--- config.mk ---
export PLATFORM = sky130hd
export DESIGN_NAME = uart_baud_nco_flat
export DESIGN_NICKNAME = d
export VERILOG_FILES = /design/src/rtl/uart_baud_nco_if.sv /design/src/rtl/uart_baud_nco.sv /design/src/flat_wrapper.sv
export SDC_FILE = /design/constraint.sdc
export NUM_CORES = 1
export LEC_CHECK = 0
export CAP_MARGIN = 20
export CORE_ASPECT_RATIO = 0.7
export CORE_MARGIN = 5
export CORE_UTILIZATION = 50
export CTS_CLUSTER_DIAMETER = 30
export DETAILED_ROUTE_END_ITERATION = 6
export PLACE_DENSITY = 0.7
export SYNTH_ARGS = -nofsm -noshare
export SYNTH_HDL_FRONTEND = slang
export SYNTH_SLANG_ARGS = --single-unit
--- constraint.sdc ---
create_clock -name Sys_clock -period 4 [get_ports Sys_clock]
set_clock_uncertainty 0.15 [all_clocks]
set_input_delay 0.6 -clock Sys_clock [delete_from_list [all_inputs] [get_ports Sys_clock]]
set_output_delay 0.6 -clock Sys_clock [all_outputs]
set_load 0.005 [all_outputs]
--- src/rtl/uart_baud_nco_if.sv ---
// uart_baud_nco_if: rate control and tick bundle between the
// baud NCO and the UART TX/RX shift logic.
interface uart_baud_nco_if #(
  parameter int ACC_WIDTH = 16
);
  logic                 Enable;
  logic                 Resync;
  logic [2:0]           Sel_Baud_Rate;
  logic [ACC_WIDTH-1:0] Custom_inc;
  logic                 Sample_tick;
  logic                 Bit_tick;
  logic                 Clock;
  logic                 Sample_clock;
  logic                 Rate_pending;

  modport master (
    output Enable,
    output Resync,
    output Sel_Baud_Rate,
    output Custom_inc,
    input  Sample_tick,
    input  Bit_tick,
    input  Clock,
    input  Sample_clock,
    input  Rate_pending
  );

  modport slave (
    input  Enable,
    input  Resync,
    input  Sel_Baud_Rate,
    input  Custom_inc,
    output Sample_tick,
    output Bit_tick,
    output Clock,
    output Sample_clock,
    output Rate_pending
  );
endinterface

--- src/rtl/uart_baud_nco.sv ---
// uart_baud_nco: phase-accumulator baud generator producing
// sample ticks, bit ticks and baud/sample square waves.
module uart_baud_nco #(
  parameter int ACC_WIDTH  = 16,
  parameter int OVERSAMPLE = 16,
  parameter logic [ACC_WIDTH-1:0] INC_0 = ACC_WIDTH'(13),
  parameter logic [ACC_WIDTH-1:0] INC_1 = ACC_WIDTH'(25),
  parameter logic [ACC_WIDTH-1:0] INC_2 = ACC_WIDTH'(50),
  parameter logic [ACC_WIDTH-1:0] INC_3 = ACC_WIDTH'(101),
  parameter logic [ACC_WIDTH-1:0] INC_4 = ACC_WIDTH'(201),
  parameter logic [ACC_WIDTH-1:0] INC_5 = ACC_WIDTH'(403),
  parameter logic [ACC_WIDTH-1:0] INC_6 = ACC_WIDTH'(604)
) (
  input  logic           Sys_clock,
  input  logic           reset,
  uart_baud_nco_if.slave bus
);

  localparam int CW = $clog2(OVERSAMPLE);
  localparam logic [CW-1:0] CNT_LAST =
    CW'(OVERSAMPLE - 1);
  localparam logic [CW-1:0] CNT_HALF =
    CW'(OVERSAMPLE / 2);

  logic [ACC_WIDTH-1:0] inc_sel;
  logic [ACC_WIDTH-1:0] inc_active;
  logic [ACC_WIDTH-1:0] acc;
  logic [ACC_WIDTH:0]   sum;
  logic [CW-1:0]        cnt;
  logic [CW-1:0]        cnt_nxt;
  logic                 carry;
  logic                 wrap;
  logic                 restart;
  logic                 st_q;
  logic                 bt_q;
  logic                 clk_q;
  logic                 sclk_q;

  always_comb begin
    inc_sel = bus.Custom_inc;
    unique case (bus.Sel_Baud_Rate)
      3'd0:    inc_sel = INC_0;
      3'd1:    inc_sel = INC_1;
      3'd2:    inc_sel = INC_2;
      3'd3:    inc_sel = INC_3;
      3'd4:    inc_sel = INC_4;
      3'd5:    inc_sel = INC_5;
      3'd6:    inc_sel = INC_6;
      default: inc_sel = bus.Custom_inc;
    endcase
  end

  assign sum   = {1'b0, acc} + {1'b0, inc_active};
  assign carry = sum[ACC_WIDTH];
  assign wrap  = carry && (cnt == CNT_LAST);

  always_comb begin
    cnt_nxt = cnt;
    if (carry) begin
      cnt_nxt = wrap ? '0 : cnt + 1'b1;
    end
  end

  // Disable and resync restart the phase exactly like reset
  assign restart = !bus.Enable || bus.Resync;

  always_ff @(posedge Sys_clock) begin
    if (reset || restart) begin
      acc        <= '0;
      cnt        <= '0;
      st_q       <= 1'b0;
      bt_q       <= 1'b0;
      sclk_q     <= 1'b0;
      clk_q      <= 1'b1;
      inc_active <= inc_sel;
    end else begin
      acc   <= sum[ACC_WIDTH-1:0];
      cnt   <= cnt_nxt;
      st_q  <= carry;
      bt_q  <= wrap;
      clk_q <= (cnt_nxt < CNT_HALF);
      if (carry) begin
        sclk_q <= !sclk_q;
      end
      // New rate only lands on a bit boundary: no runt bits
      if (wrap) begin
        inc_active <= inc_sel;
      end
    end
  end

  assign bus.Sample_tick  = st_q;
  assign bus.Bit_tick     = bt_q;
  assign bus.Clock        = clk_q;
  assign bus.Sample_clock = sclk_q;
  assign bus.Rate_pending = (inc_sel != inc_active);

endmodule
--- src/flat_wrapper.sv ---
// flat-port wrapper written by rule: the top's interface ports become plain ports
module uart_baud_nco_flat 
#(
  parameter int ACC_WIDTH  = 16,
  parameter int OVERSAMPLE = 16,
  parameter logic [ACC_WIDTH-1:0] INC_0 = ACC_WIDTH'(13),
  parameter logic [ACC_WIDTH-1:0] INC_1 = ACC_WIDTH'(25),
  parameter logic [ACC_WIDTH-1:0] INC_2 = ACC_WIDTH'(50),
  parameter logic [ACC_WIDTH-1:0] INC_3 = ACC_WIDTH'(101),
  parameter logic [ACC_WIDTH-1:0] INC_4 = ACC_WIDTH'(201),
  parameter logic [ACC_WIDTH-1:0] INC_5 = ACC_WIDTH'(403),
  parameter logic [ACC_WIDTH-1:0] INC_6 = ACC_WIDTH'(604)
)
  (Sys_clock, reset, bus_Enable, bus_Resync, bus_Sel_Baud_Rate, bus_Custom_inc, bus_Sample_tick, bus_Bit_tick, bus_Clock, bus_Sample_clock, bus_Rate_pending);
  uart_baud_nco_if #(.ACC_WIDTH(ACC_WIDTH)) bus_i ();
  input  logic Sys_clock;
  input  logic reset;
  input wire logic [$bits(bus_i.Enable)-1:0] bus_Enable;
  input wire logic [$bits(bus_i.Resync)-1:0] bus_Resync;
  input wire logic [$bits(bus_i.Sel_Baud_Rate)-1:0] bus_Sel_Baud_Rate;
  input wire logic [$bits(bus_i.Custom_inc)-1:0] bus_Custom_inc;
  output wire logic [$bits(bus_i.Sample_tick)-1:0] bus_Sample_tick;
  output wire logic [$bits(bus_i.Bit_tick)-1:0] bus_Bit_tick;
  output wire logic [$bits(bus_i.Clock)-1:0] bus_Clock;
  output wire logic [$bits(bus_i.Sample_clock)-1:0] bus_Sample_clock;
  output wire logic [$bits(bus_i.Rate_pending)-1:0] bus_Rate_pending;
  assign bus_i.Enable = bus_Enable;
  assign bus_i.Resync = bus_Resync;
  assign bus_i.Sel_Baud_Rate = bus_Sel_Baud_Rate;
  assign bus_i.Custom_inc = bus_Custom_inc;
  assign bus_Sample_tick = bus_i.Sample_tick;
  assign bus_Bit_tick = bus_i.Bit_tick;
  assign bus_Clock = bus_i.Clock;
  assign bus_Sample_clock = bus_i.Sample_clock;
  assign bus_Rate_pending = bus_i.Rate_pending;
  uart_baud_nco #(.ACC_WIDTH(ACC_WIDTH), .OVERSAMPLE(OVERSAMPLE), .INC_0(INC_0), .INC_1(INC_1), .INC_2(INC_2), .INC_3(INC_3), .INC_4(INC_4), .INC_5(INC_5), .INC_6(INC_6)) u_core (.Sys_clock(Sys_clock), .reset(reset), .bus(bus_i));
endmodule
======== Word-level counts from Yosys, hierarchy flattened ========
Cells that the tools add are included.
word-level totals
  bits in registers ....................... 40
  word-level logic and storage cells ...... 30
cells by class
  $add $sub $neg .......................... 2
  magnitude comparators ................... 1
  equality and inequality tests ........... 8
  multiplexer cells ....................... 5
  reduce and logical (&&, ||, !) cells .... 7
operators with widths
  operator                                                                number
  16-bit case mux with 7 select lines                                     1
  16-bit 2-to-1 mux                                                       2
  16-bit by 16-bit adder with 17-bit output                               1
  16-bit inequality test                                                  1
  3-bit equality test (second input constant)                             3
  4-bit 2-to-1 mux                                                        2
  3-bit by 2-bit equality test with 1-bit output (second input constant)  2
  4-bit by 1-bit adder with 4-bit output (second input constant)          1
  4-bit equality test (second input constant)                             1
  4-bit < comparator (second input constant)                              1
  3-bit by 1-bit equality test with 1-bit output (second input constant)  1
  3-bit logical NOT                                                       1
  1-bit logical NOT                                                       2
  1-bit logical OR                                                        2
  2-bit nonzero test                                                      1
  1-bit logical AND                                                       1

======== Depth between registers and ports, before layout ========
Gate-level depths: netlist (run 1).
  word-level depth ........................ 5
  gate-level depth with buffers ........... 8
  gate-level depth less buffers ........... 8

======== Worst setup path after synthesis (run 1) ========
OpenSTA, ideal clock, no wires.
  path type ............................... flip-flop to flip-flop
  start point ............................. register u_core.inc_active[0]
  end point ............................... register u_core.inc_active[0] (enable)
  setup time .............................. 395 ps
  arrival ................................. 2389 ps
  slack ................................... 1065 ps
  cell stages (with the launch flop) ...... 9
  path buffers ............................ 0
  clock period less this slack ............ 2935 ps
  cells stage by stage .................... edfxtp_1 > ha_1 > fa_1 > a211oi_2 > o211ai_2 > and3_1 > or2_1 > a21oi_2 > o21ai_1
on the way
  longest elaborated chain between the ends .. 3
RTL lines
  element                                    line                 RTL
  start: declaration                         uart_baud_nco.sv:26  logic [ACC_WIDTH-1:0] inc_active;
  start signal: assignment                   uart_baud_nco.sv:75  inc_active <= inc_sel;
  start signal: assignment                   uart_baud_nco.sv:87  inc_active <= inc_sel;
  16-bit by 16-bit adder with 17-bit output  uart_baud_nco.sv:53  assign sum = {1'b0, acc} + {1'b0, inc_active};
  1-bit logical AND                          uart_baud_nco.sv:55  assign wrap = carry && (cnt == CNT_LAST);
  2-bit nonzero test (no source line)        n/a
No other way between the ends.
A chain may end at the register's enable or synchronous reset.

======== Worst setup path in the final report (run 1) ========
  start point ............................. input port bus_Sel_Baud_Rate[1]
  end point ............................... output port bus_Rate_pending
on the way
  longest elaborated chain between the ends .. 3
  elaborated cells between the ends (all ways) .. 9
  classes of those cells .................. 7 x eq/ne; 1 x mux; 1 x reduce/logical
RTL lines
  element                                            line                 RTL
  start: declaration                                 flat_wrapper.sv:20   input wire logic [$bits(bus_i.Sel_Baud_Rate)-1:0] bus_Sel_Baud_Rate;
  3-bit equality test, or another cell as far along  uart_baud_nco.sv:41  unique case (bus.Sel_Baud_Rate)
  16-bit case mux with 7 select lines (*)            uart_baud_nco.sv:41
  16-bit inequality test (*)                         uart_baud_nco.sv:96  assign bus.Rate_pending = (inc_sel != inc_active);
  end: declaration                                   flat_wrapper.sv:26   output wire logic [$bits(bus_i.Rate_pending)-1:0] bus_Rate_pending;
Mark *: on every way between the ends. The rest lies on a longest branch, timed or not.

==> results of run 1 <==
[cell usage in the layout (no fill, tap or decap), drive strengths merged, types with 2 or more instances in the layout]
master          n
nor2           28
clkdlybuf4s50  27
dfxtp          24
a21oi          24
ha             17
nand2          17
edfxtp         16
o21ai          15
xnor2          14
and2           10
a21o            9
inv             8
xor2            8
nand3           7
nor3            7
clkbuf          6
and3            4
a211oi          4
nand4           3
nor3b           3
a31oi           3
o21a            3
a21boi          3
o211ai          3
nor2b           2
a22oi           2
o31ai           2
and4            2
mux2i           2
a221oi          2
buf             2
[worst paths after layout]
kind | startpoint | end | depth (start not counted)
hold / removal | u_core.bus.Sample_clock | u_core.bus.Sample_clock | 2
hold reg to reg | u_core.bus.Sample_clock | u_core.bus.Sample_clock | 2
setup / recovery | bus_Sel_Baud_Rate[1] | bus_Rate_pending | 7
setup reg to reg | u_core.inc_active[0] | u_core.inc_active[6] | 9
[worst max-delay path, delay by kind of cell]
| family | cells | cell delay (ns) |
|---|---|---|
| simple gates | 3 | 0.58 |
| compound gates | 2 | 0.42 |
| buf+inv | 2 | 1.26 |
[stage by stage]
stage                 util  std cells  power, mW
global route        0.6051        361     0.9853
CTS                 0.6051        361     0.9425
floorplan                -        263     0.5709
global placement    0.5825        353     0.6195
detailed placement  0.5825        353     0.6195
finish              0.6051        361     0.9329
[Yosys cell counts (2+ instances only)]
master     n
dfxtp_1   24
xnor2_1   14
nand4_1    3
o31ai_1    2
o211ai_1   2
nor3_1     7
and2_1    10
a21oi_2    2
a21oi_1   22
and4_1     2
a22oi_1    2
a21o_1     9
clkbuf_1   2
and3_1     4
a21boi_0   2
o21ai_0   12
o21a_1     3
xor2_1     8
nand2_1   16
nor3b_1    3
edfxtp_1  16
nand3_1    7
nor2b_1    2
ha_1      17
clkbuf_2   2
inv_1      8
o21ai_1    3
buf_2      3
a221oi_2   2
mux2i_1    2
a31oi_1    3
nor2_1    28
a211oi_1   3
[flip-flops by register name (all words and copies together) (netlist names), named ones only]
name / count
u_core.acc: 16
u_core.bus.Bit_tick: 1
u_core.bus.Clock: 1
u_core.bus.Sample_clock: 1
u_core.bus.Sample_tick: 1
u_core.cnt: 3
u_core.inc_active: 16
[power groups by stage]
| stage | Sequential [mW] | Combinational [mW] | Clock (mW) |
|---|---|---|---|
| floorplan | 0.462 | 0.109 | 0 |
| global placement | 0.466 | 0.153 | 0 |
| detailed placement | 0.467 | 0.153 | 0 |
| CTS | 0.457 | 0.154 | 0.331 |
| global route | 0.459 | 0.172 | 0.355 |
| finish | 0.457 | 0.155 | 0.321 |
[layout make-up]
class / instances / area (µm²) / area share
Clock inverter: 2 / 35.03 / 0.01217
Tap cell: 69 / 86.33 / 0.03000
Clock buffer: 6 / 72.57 / 0.02522
Timing Repair Buffer: 29 / 285.3 / 0.09913
Sequential cell: 40 / 960.9 / 0.3339
Inverter: 8 / 30.03 / 0.01043
Multi-Input combinational cell: 207 / 1408 / 0.4891
[cells by family after synthesis]
family	after synthesis	synth area share
xor gates and xnor gates	22	0.07890
AOI/OAI and AO/OA	78	0.2177
DFF	40	0.3934
muxes	2	0.008197
adders and majority gates	18	0.09529
buffers and inverters	16	0.03023
and+or+nand+nor	87	0.1762
[per-layer routing]
layer / vias to the layer above / wire (µm) / global-route usage
li1: 1023 / - / -
met1: 896 / 2582 / 0.2412
met2: 37 / 2009 / 0.2297
met3: 4 / 324 / 0.04505
met4: 0 / 29 / 0.03243
met5: - / 0 / 0
==> impl_results.md, run 1 <==
- Status: complete, no violations
- Crit path max fanout: 16
- WP data required: 3.25 ns
- Setup TNS: 0 ns
- # Post-CTS Setup Buffers: 0
- Via/cell ratio: between 5 and 6
- Critical path cell sequence: clkdlybuf4s50_1 > and3_1 > o21ai_0 > a22oi_1 > nor3_1 > nand4_1 > clkdlybuf4s50_1
- Ys async rst share: 0
- Synth top area share: 0.1967
- Unique masters post-synth: 51
- Critical path type: input port to primary output
- CTS tree: built
- CP max stage delay: 0.75 ns
- Routed WL per cell: 13.70 µm
- P_sw: roughly 0.23 mW
- Layout Nets: 332
- Register-to-Register Setup Slack: 0.99 ns
- Logic pwr share: 0.166
- Initial antenna violation count: 0
- Worst Tran Pin Value: between 0.4 and 0.5 ns
- DR pass1 iterations: 4
- Largest net degree at the start of global routing: 20
- Critical Path Slowest Stage Cell: clkdlybuf4s50_1
- GPL Wtd Cong: 0.8855
- Main synth FF type: dfxtp_1
- Pwr per Cell Area: 324.2 mW/mm²
- Sequential cell fraction of total power: 0.489
- Layout fillers: 428
- DP HPWL: between 3 and 4 mm
- Core box area: approximately 0.0048 mm²
- PostCTS Resize Cnt: 0
- Pins Over Slew Limit: 0
- Skew-Pair Late Insertion Delay: 0.28 ns
- Hold slack: around 0.38 ns
- Register area share after synthesis: 0.3934
- DRC Markers: 0
- Setup WS post-layout: 0.3723 ns
- Root buffer cell: clkbuf_8
- Vias in the first global route: 1,685
- F_max: around 0.28 GHz
- Final hold viol count: 0
- Synth top area cells: dfxtp_1, edfxtp_1, ha_1
- Buffer depth of the longest clock path: 2
- Starting Density: 0.5135
- Pre-CTS WS: 0.3955 ns
- Crit start category: input port
- Final critical-path share of the clock period: 0.9069
- Setup violators final: 0
- GRT overflow: 0
- Final instance area: around 0.0029 mm²
- Leak: 1.161 nW
- Most used cell, CP: clkdlybuf4s50_1
- Hold WC Path Type: register to register
- Yosys warns: 0
- Cell Int Power: between 0.7 and 0.8 mW
- Max-slew headroom: 0.6915
- Diode count: 0
- Clk pin slew, worst setup/hold paths: 0.08 ns
- Tmin final: approximately 3.6 ns
- RSZ-0062 raised after global routing: false
- Layout cells sized above 1: 0.06849
- Mean area per synthesized cell: 9.286 µm²
- Area leader, netlist: dfxtp_1
- Post-route ant nets: 0
- Die area: 0.006405 mm²
- Synth Cell Area: 0.002442 mm²
- Flops & latches, synth: 40
- Hold Buf Count CTS: 0
- Layout area overhead: 17.83%
- Clock Sinks: 40
- Clock share of power: 0.344
- Dpl cell area: 0.002770 mm²
- Worst EP arrival: 2.88 ns
- Boundary Pins: 28
- Post-synth EDFFs: 16
- Switching share of total power: 0.2481
- IO Port Bufs: 27
- Nature of the critical path endpoint: primary output
- Syn nets: between 300 and 400
- Max-cap violation count: 0
- Max VDD drop: roughly 220 µV
- Total CTS buffers: 5
- Die Height: slightly below 70 µm
- Via count: 1,960
- DR iter-0 viols: 118
- Global Route Usage Sum: 0.1610
- Die W: 93.54 µm
- Wirelength, routed: 4.946 mm
- First-pass GRT wire length: 7.914 mm
- Htree depth: 2
- Cells after synthesis: between 200 and 300
- Rows: 21
Note: power is estimated with default switching activity, not from simulation.
==> run 2, diff against run 1 <==
--- a/config.mk
+++ b/config.mk
@@ -8,10 +8,10 @@
 export CAP_MARGIN = 20
 export CORE_ASPECT_RATIO = 0.7
 export CORE_MARGIN = 5
-export CORE_UTILIZATION = 50
+export CORE_UTILIZATION = 45
 export CTS_CLUSTER_DIAMETER = 30
 export DETAILED_ROUTE_END_ITERATION = 6
-export PLACE_DENSITY = 0.7
+export PLACE_DENSITY = 0.64
 export SYNTH_ARGS = -nofsm -noshare
 export SYNTH_HDL_FRONTEND = slang
 export SYNTH_SLANG_ARGS = --single-unit
==> run 2 against run 1 <==
Compared with the run above: worst hold slack worse by 0.0059 ns; non-clock buffer count is 1 lower; first-iteration DRC count is 31% lower; critical path depth is 1 higher; sequential power hardly changed; combinational power hardly changed; cell count is 0.55% higher; die area is 9.7% higher; total power is 0.69% higher; clock power is 1% higher; register-to-register slack worse by 0.11 ns; critical endpoint unchanged; largest cell class unchanged.
==> impl_results.md, run 2 (same netlist as run 1, synthesis figures left out) <==
- Status: complete, no violations (unchanged)
- Die W: 98.06 µm (was 93.54 µm)
- Pwr per Cell Area: 326.4 mW/mm² (was 324.2 mW/mm²)
- Largest net degree at the start of global routing: 20 (unchanged)
- Routed WL per cell: 14.42 µm (was 13.70 µm)
- P_sw: 0.2380 mW (was 0.2315 mW)
- Die area: 0.007024 mm² (was 0.006405 mm²)
- Final instance area: 0.002878 mm² (unchanged)
- Worst EP arrival: 2.88 ns (about the same)
- CP max stage delay: 0.76 ns (was 0.75 ns)
- CTS tree: built (unchanged)
- Core box area: 0.005258 mm² (was 0.004756 mm²)
- Worst Tran Pin Value: 0.8629 ns (was 0.4612 ns)
- Max-slew headroom: 0.4246 (was 0.6915)
- Crit start category: input port (unchanged)
- Tmin final: 3.634 ns (was 3.628 ns)
- Setup TNS: 0 ns (unchanged)
- Root buffer cell: clkbuf_8 (unchanged)
- Final critical-path share of the clock period: 0.9084 (was 0.9069)
- Post-route insts no fill: 363 (was 361)
- WP data required: 3.25 ns (about the same)
- F_max: 0.2752 GHz (was 0.2757 GHz)
- Htree depth: 2 (unchanged)
- Setup violators final: 0 (unchanged)
- Dpl cell area: 0.002770 mm² (unchanged)
- Hold Buf Count CTS: 0 (unchanged)
- Max VDD drop: 180.6 µV (was 215.3 µV)
- Most frequent cells in the layout: nor2_1, clkdlybuf4s50_1, dfxtp_1 (unchanged)
- Layout Nets: 331 (was 332)
- Switching share of total power: 0.2534 (was 0.2481)
- GRT overflow: 0 (unchanged)
- Clk pin slew, worst setup/hold paths: 0.07 ns (was 0.08 ns)
- DP HPWL: 4.016 mm (was 3.840 mm)
- Starting Density: 0.4645 (was 0.5135)
- Via/cell ratio: 5.372 (was 5.429)
- Skew-Pair Late Insertion Delay: 0.29 ns (was 0.28 ns)
- Biggest regs: u_core.acc: 16 flops, u_core.inc_active: 16 flops, u_core.cnt: 3 flops (unchanged)
- Crit path max fanout: 16 (unchanged)
- Logic pwr share: 0.168 (was 0.166)
- Rows: 22 (was 21)
- Sequential cell fraction of total power: 0.487 (was 0.489)
- DRC Markers: 0 (unchanged)
- Max-cap violation count: 0 (unchanged)
- Total power: 0.9394 mW (was 0.9329 mW)
- Register-to-Register Setup Slack: 0.88 ns (was 0.99 ns)
- RSZ-0062 raised after global routing: false (unchanged)
- Global Route Usage Sum: 0.1491 (was 0.1610)
- Critical Path Slowest Stage Cell: clkdlybuf4s50_1 (unchanged)
- Clock share of power: 0.345 (was 0.344)
- Post-route ant nets: 0 (unchanged)
- Final hold viol count: 0 (unchanged)
- Vias in the first global route: 1,710 (was 1,685)
- GR peak layer: met1 (unchanged)
- # Post-CTS Setup Buffers: 0 (unchanged)
- Cell Int Power: 0.7013 mW (was 0.7015 mW)
- Wirelength, routed: 5.234 mm (was 4.946 mm)
- Layout fillers: 494 (was 428)
- PostCTS Resize Cnt: 0 (unchanged)
- Critical path cell sequence: clkdlybuf4s50_1 > and3_1 > and2_1 > xnor2_1 > nand4_1 > nor2_1 > nand4_1 > clkdlybuf4s50_1 (was clkdlybuf4s50_1 > and3_1 > o21ai_0 > a22oi_1 > nor3_1 > nand4_1 > clkdlybuf4s50_1)
- IO Port Bufs: 27 (unchanged)
- Critical path type: input port to primary output (unchanged)
- GPL Wtd Cong: 0.8947 (was 0.8855)
- DR iter-0 viols: 82 (was 118)
- Routing usage on met2: 0.2029 (was 0.2297)
- Pins Over Slew Limit: 0 (unchanged)
- Boundary Pins: 28 (unchanged)
- Layout area overhead: 17.83% (unchanged)
- Leak: 1.158 nW (was 1.161 nW)
- Initial antenna violation count: 0 (unchanged)
- Met1 GRT Util: 0.2328 (was 0.2412)
- Grt met3 use: 0.03891 (was 0.04505)
- Buffer depth of the longest clock path: 2 (unchanged)
- Layout cells sized above 1: 0.06873 (was 0.06849)
- Total CTS buffers: 5 (unchanged)
- Hold WC Path Type: register to register (unchanged)
- Clock Sinks: 40 (unchanged)
- Die Height: 71.64 µm (was 68.48 µm)
- Placed Cells: 355 (was 353)
- Hold slack: 0.3756 ns (was 0.3815 ns)
- DR pass1 iterations: 4 (unchanged)
- Nature of the critical path endpoint: primary output (unchanged)
- Diode count: 0 (unchanged)
- Commonest non-fill, non-tap cell in the layout: nor2_1 (unchanged)
- First-pass GRT wire length: 8.404 mm (was 7.914 mm)
- Via count: 1,950 (was 1,960)
==> run 2: path summary, 6_finish.rpt <==
path / from / end / cells past startpoint
max: bus_Sel_Baud_Rate[1] / bus_Rate_pending / 8
min: u_core.bus.Sample_clock / u_core.bus.Sample_clock / 2
max reg2reg: u_core.inc_active[0] / u_core.inc_active[4] / 8
min reg2reg: u_core.bus.Sample_clock / u_core.bus.Sample_clock / 2
==> run 2: through the flow <==
stage | utilization | setup WS (ns)
after detailed placement | 0.5269 | 0.3538
after floorplan | - | 1.065
after global placement | 0.5269 | 0.4690
after global routing | 0.5474 | 0.1668
after CTS | 0.5474 | 0.3472
final | 0.5474 | 0.3663
==> run 2: cell type report <==
cell class                      instances  area, µm²  area share
Sequential cell                        40      960.9      0.3339
Tap cell                               72      90.09     0.03130
Inverter                                8      30.03     0.01043
Multi-Input combinational cell        207       1411      0.4904
Timing Repair Buffer                   28      277.8     0.09652
Clock inverter                          2      35.03     0.01217
Clock buffer                            6      72.57     0.02522
==> run 2: power by group through the flow <==
| stage | Sequential [mW] | Combinational (mW) | Clock [mW] |
|---|---|---|---|
| 3_5_place_dp | 0.467 | 0.155 | 0 |
| 2_1_floorplan | 0.462 | 0.109 | 0 |
| 3_3_place_gp | 0.466 | 0.155 | 0 |
| 5_1_grt | 0.459 | 0.174 | 0.354 |
| 6_report | 0.457 | 0.157 | 0.325 |
| 4_1_cts | 0.458 | 0.157 | 0.335 |
==> run 2: critical path: cells and delay by family <==
family / cells / cell delay, ns
xor+xnor: 1 / 0.14
buf+inv: 2 / 1.22
simple gates: 5 / 0.92
==> run 2: layer usage <==
metal  part of all wire  up-vias
met3              0.035        4
met2               0.41       30
met5                  0        -
met4             0.0052        0
li1                   -     1013
met1               0.55      903
==> RTL change: new RTL, settings of run 2 <==
`ACC_WIDTH` is set to 16 in 3 places; all go to 32.
--- a/src/rtl/uart_baud_nco_if.sv
+++ b/src/rtl/uart_baud_nco_if.sv
@@ -2,5 +2,5 @@
 // baud NCO and the UART TX/RX shift logic.
 interface uart_baud_nco_if #(
-  parameter int ACC_WIDTH = 16
+  parameter int ACC_WIDTH = 32
 );
   logic                 Enable;
--- a/src/rtl/uart_baud_nco.sv
+++ b/src/rtl/uart_baud_nco.sv
@@ -2,5 +2,5 @@
 // sample ticks, bit ticks and baud/sample square waves.
 module uart_baud_nco #(
-  parameter int ACC_WIDTH  = 16,
+  parameter int ACC_WIDTH  = 32,
   parameter int OVERSAMPLE = 16,
   parameter logic [ACC_WIDTH-1:0] INC_0 = ACC_WIDTH'(13),
--- a/src/flat_wrapper.sv
+++ b/src/flat_wrapper.sv
@@ -2,5 +2,5 @@
 module uart_baud_nco_flat 
 #(
-  parameter int ACC_WIDTH  = 16,
+  parameter int ACC_WIDTH  = 32,
   parameter int OVERSAMPLE = 16,
   parameter logic [ACC_WIDTH-1:0] INC_0 = ACC_WIDTH'(13),
Ports: changed (resized bus_Custom_inc); port bits go from 28 to 44. No check against the original RTL was run, so the function may have changed too.
==> RTL change against run 2 <==
Sequential power increased by 83%; wire length increased to 2.7 times the old value; maximum frequency decreased by 5.8%; sequential cell count increased by 32; design area increased by 110%; setup slack got worse by 0.22 ns; first-iteration DRC count increased to 4.3 times the old value; power increased by 110%; count of clock-buffer cells in the layout increased by 6; area after synthesis increased by 100%; register-to-register slack got worse by 0.21 ns; largest cell class unchanged.
==> RTL change: results (changes against run 2) <==
{
  "synth_area_per_cell": {"value": 8.68, "unit": "sq um", "change": "-6.6%"},
  "first_global_vias": {"value": 4203, "change": "+150%"},
  "cts_inserted_buffers": {"value": 9, "change": "+4"},
  "finish.utilization": {"value": 0.542, "change": "-0.00581"},
  "h-tree-depth": {"value": 3, "change": "+1"},
  "netlist-cell-type-count": {"value": 62, "change": "+22%"},
  "met3_usage": {"value": 0.0654, "change": "+0.0265"},
  "status": "finished, final reports clean",
  "crit_path_max_fanout": {"value": 8, "change": "-8"},
  "clk-insertion-delay-late": {"value": 0.34, "unit": "ns", "change": "+0.05 ns"},
  "vdd_drop_max": {"value": 0.239, "unit": "mV", "change": "+32%"},
  "synth-adder-area-share": {"value": 0.0871, "change": "-0.00822"},
  "synth.top_cells.by_count": "48 x sky130_fd_sc_hd__nand2_1, 48 x sky130_fd_sc_hd__nor2_1, 47 x sky130_fd_sc_hd__a21oi_1, 40 x sky130_fd_sc_hd__dfxtp_1, 33 x sky130_fd_sc_hd__ha_1",
  "clockRootBuffer": "sky130_fd_sc_hd__clkbuf_16",
  "combinationalPowerShare": {"value": 0.154, "change": "-0.014"},
  "grtUsageMet2": {"value": 0.308, "change": "+0.105"},
  "postSynthNetCount": {"value": 646, "change": "+110%"},
  "io_buffers": {"value": 43, "change": "+59%"},
  "number_of_flops_mapped_to_enable_cells_by_yosys": {"value": 32, "change": "+16"},
  "grt_first_pass_wirelength": {"value": 22600, "unit": "um", "change": "+170%"},
  "cp.arrival": {"value": 3.11, "unit": "ns", "change": "+0.23 ns"},
  "worst_path_clk_slew": {"value": 0.05, "unit": "ns", "change": "-0.02 ns"},
  "worst_hold_margin": {"value": 0.355, "unit": "ns", "change": "-0.0204 ns"},
  "p_sw_frac": {"value": 0.258, "change": "+0.00476"},
  "regToRegSetupSlack": {"value": 0.67, "unit": "ns", "change": "-0.21 ns"},
  "finalNetCount": {"value": 690, "change": "+110%"},
  "route.detailed.wl_per_inst": {"value": 18.2, "unit": "um", "change": "+26%"},
  "grt_usage": {"value": 0.216, "change": "+0.0670"},
  "worst_r2r_dst": "u_core.inc_active[29]",
  "fraction_of_synthesized_cell_area_in_xor_and_xnor_cells": {"value": 0.0564, "change": "-0.0225"},
  "tightest_slew": {"value": 0.837, "unit": "ns", "change": "-0.0261 ns"},
  "dpl.hpwl": {"value": 10700, "unit": "um", "change": "+170%"}
}
RTL change: cell types whose count changed after synthesis, sizes merged, moves of 16 or more:
| cell | before | now |
|---|---|---|
| nand2 | 17 | 48 |
| ha | 17 | 33 |
| dfxtp | 24 | 40 |
| a21oi | 24 | 47 |
| edfxtp | 16 | 32 |
| nor2 | 28 | 48 |
RTL change: area by class of cell:
class | instances | area share
multi-input cells | 462 | 0.519
flip-flops and latches | 72 | 0.298
repair buffers | 56 | 0.0913
clock buffers | 12 | 0.0416
well taps | 153 | 0.0323
inverters | 16 | 0.0101
clock inverters | 4 | 0.00761
RTL change: how the worst min path moves through the flow:
stage,start,end
after CTS,u_core.cnt[1],u_core.cnt[1]
after global routing,u_core.cnt[1],u_core.cnt[1]
final,u_core.cnt[1],u_core.cnt[1]
after detailed placement,u_core.cnt[1],u_core.cnt[1]
after global placement,u_core.cnt[1],u_core.cnt[1]
after floorplan,u_core.cnt[1],u_core.cnt[1]
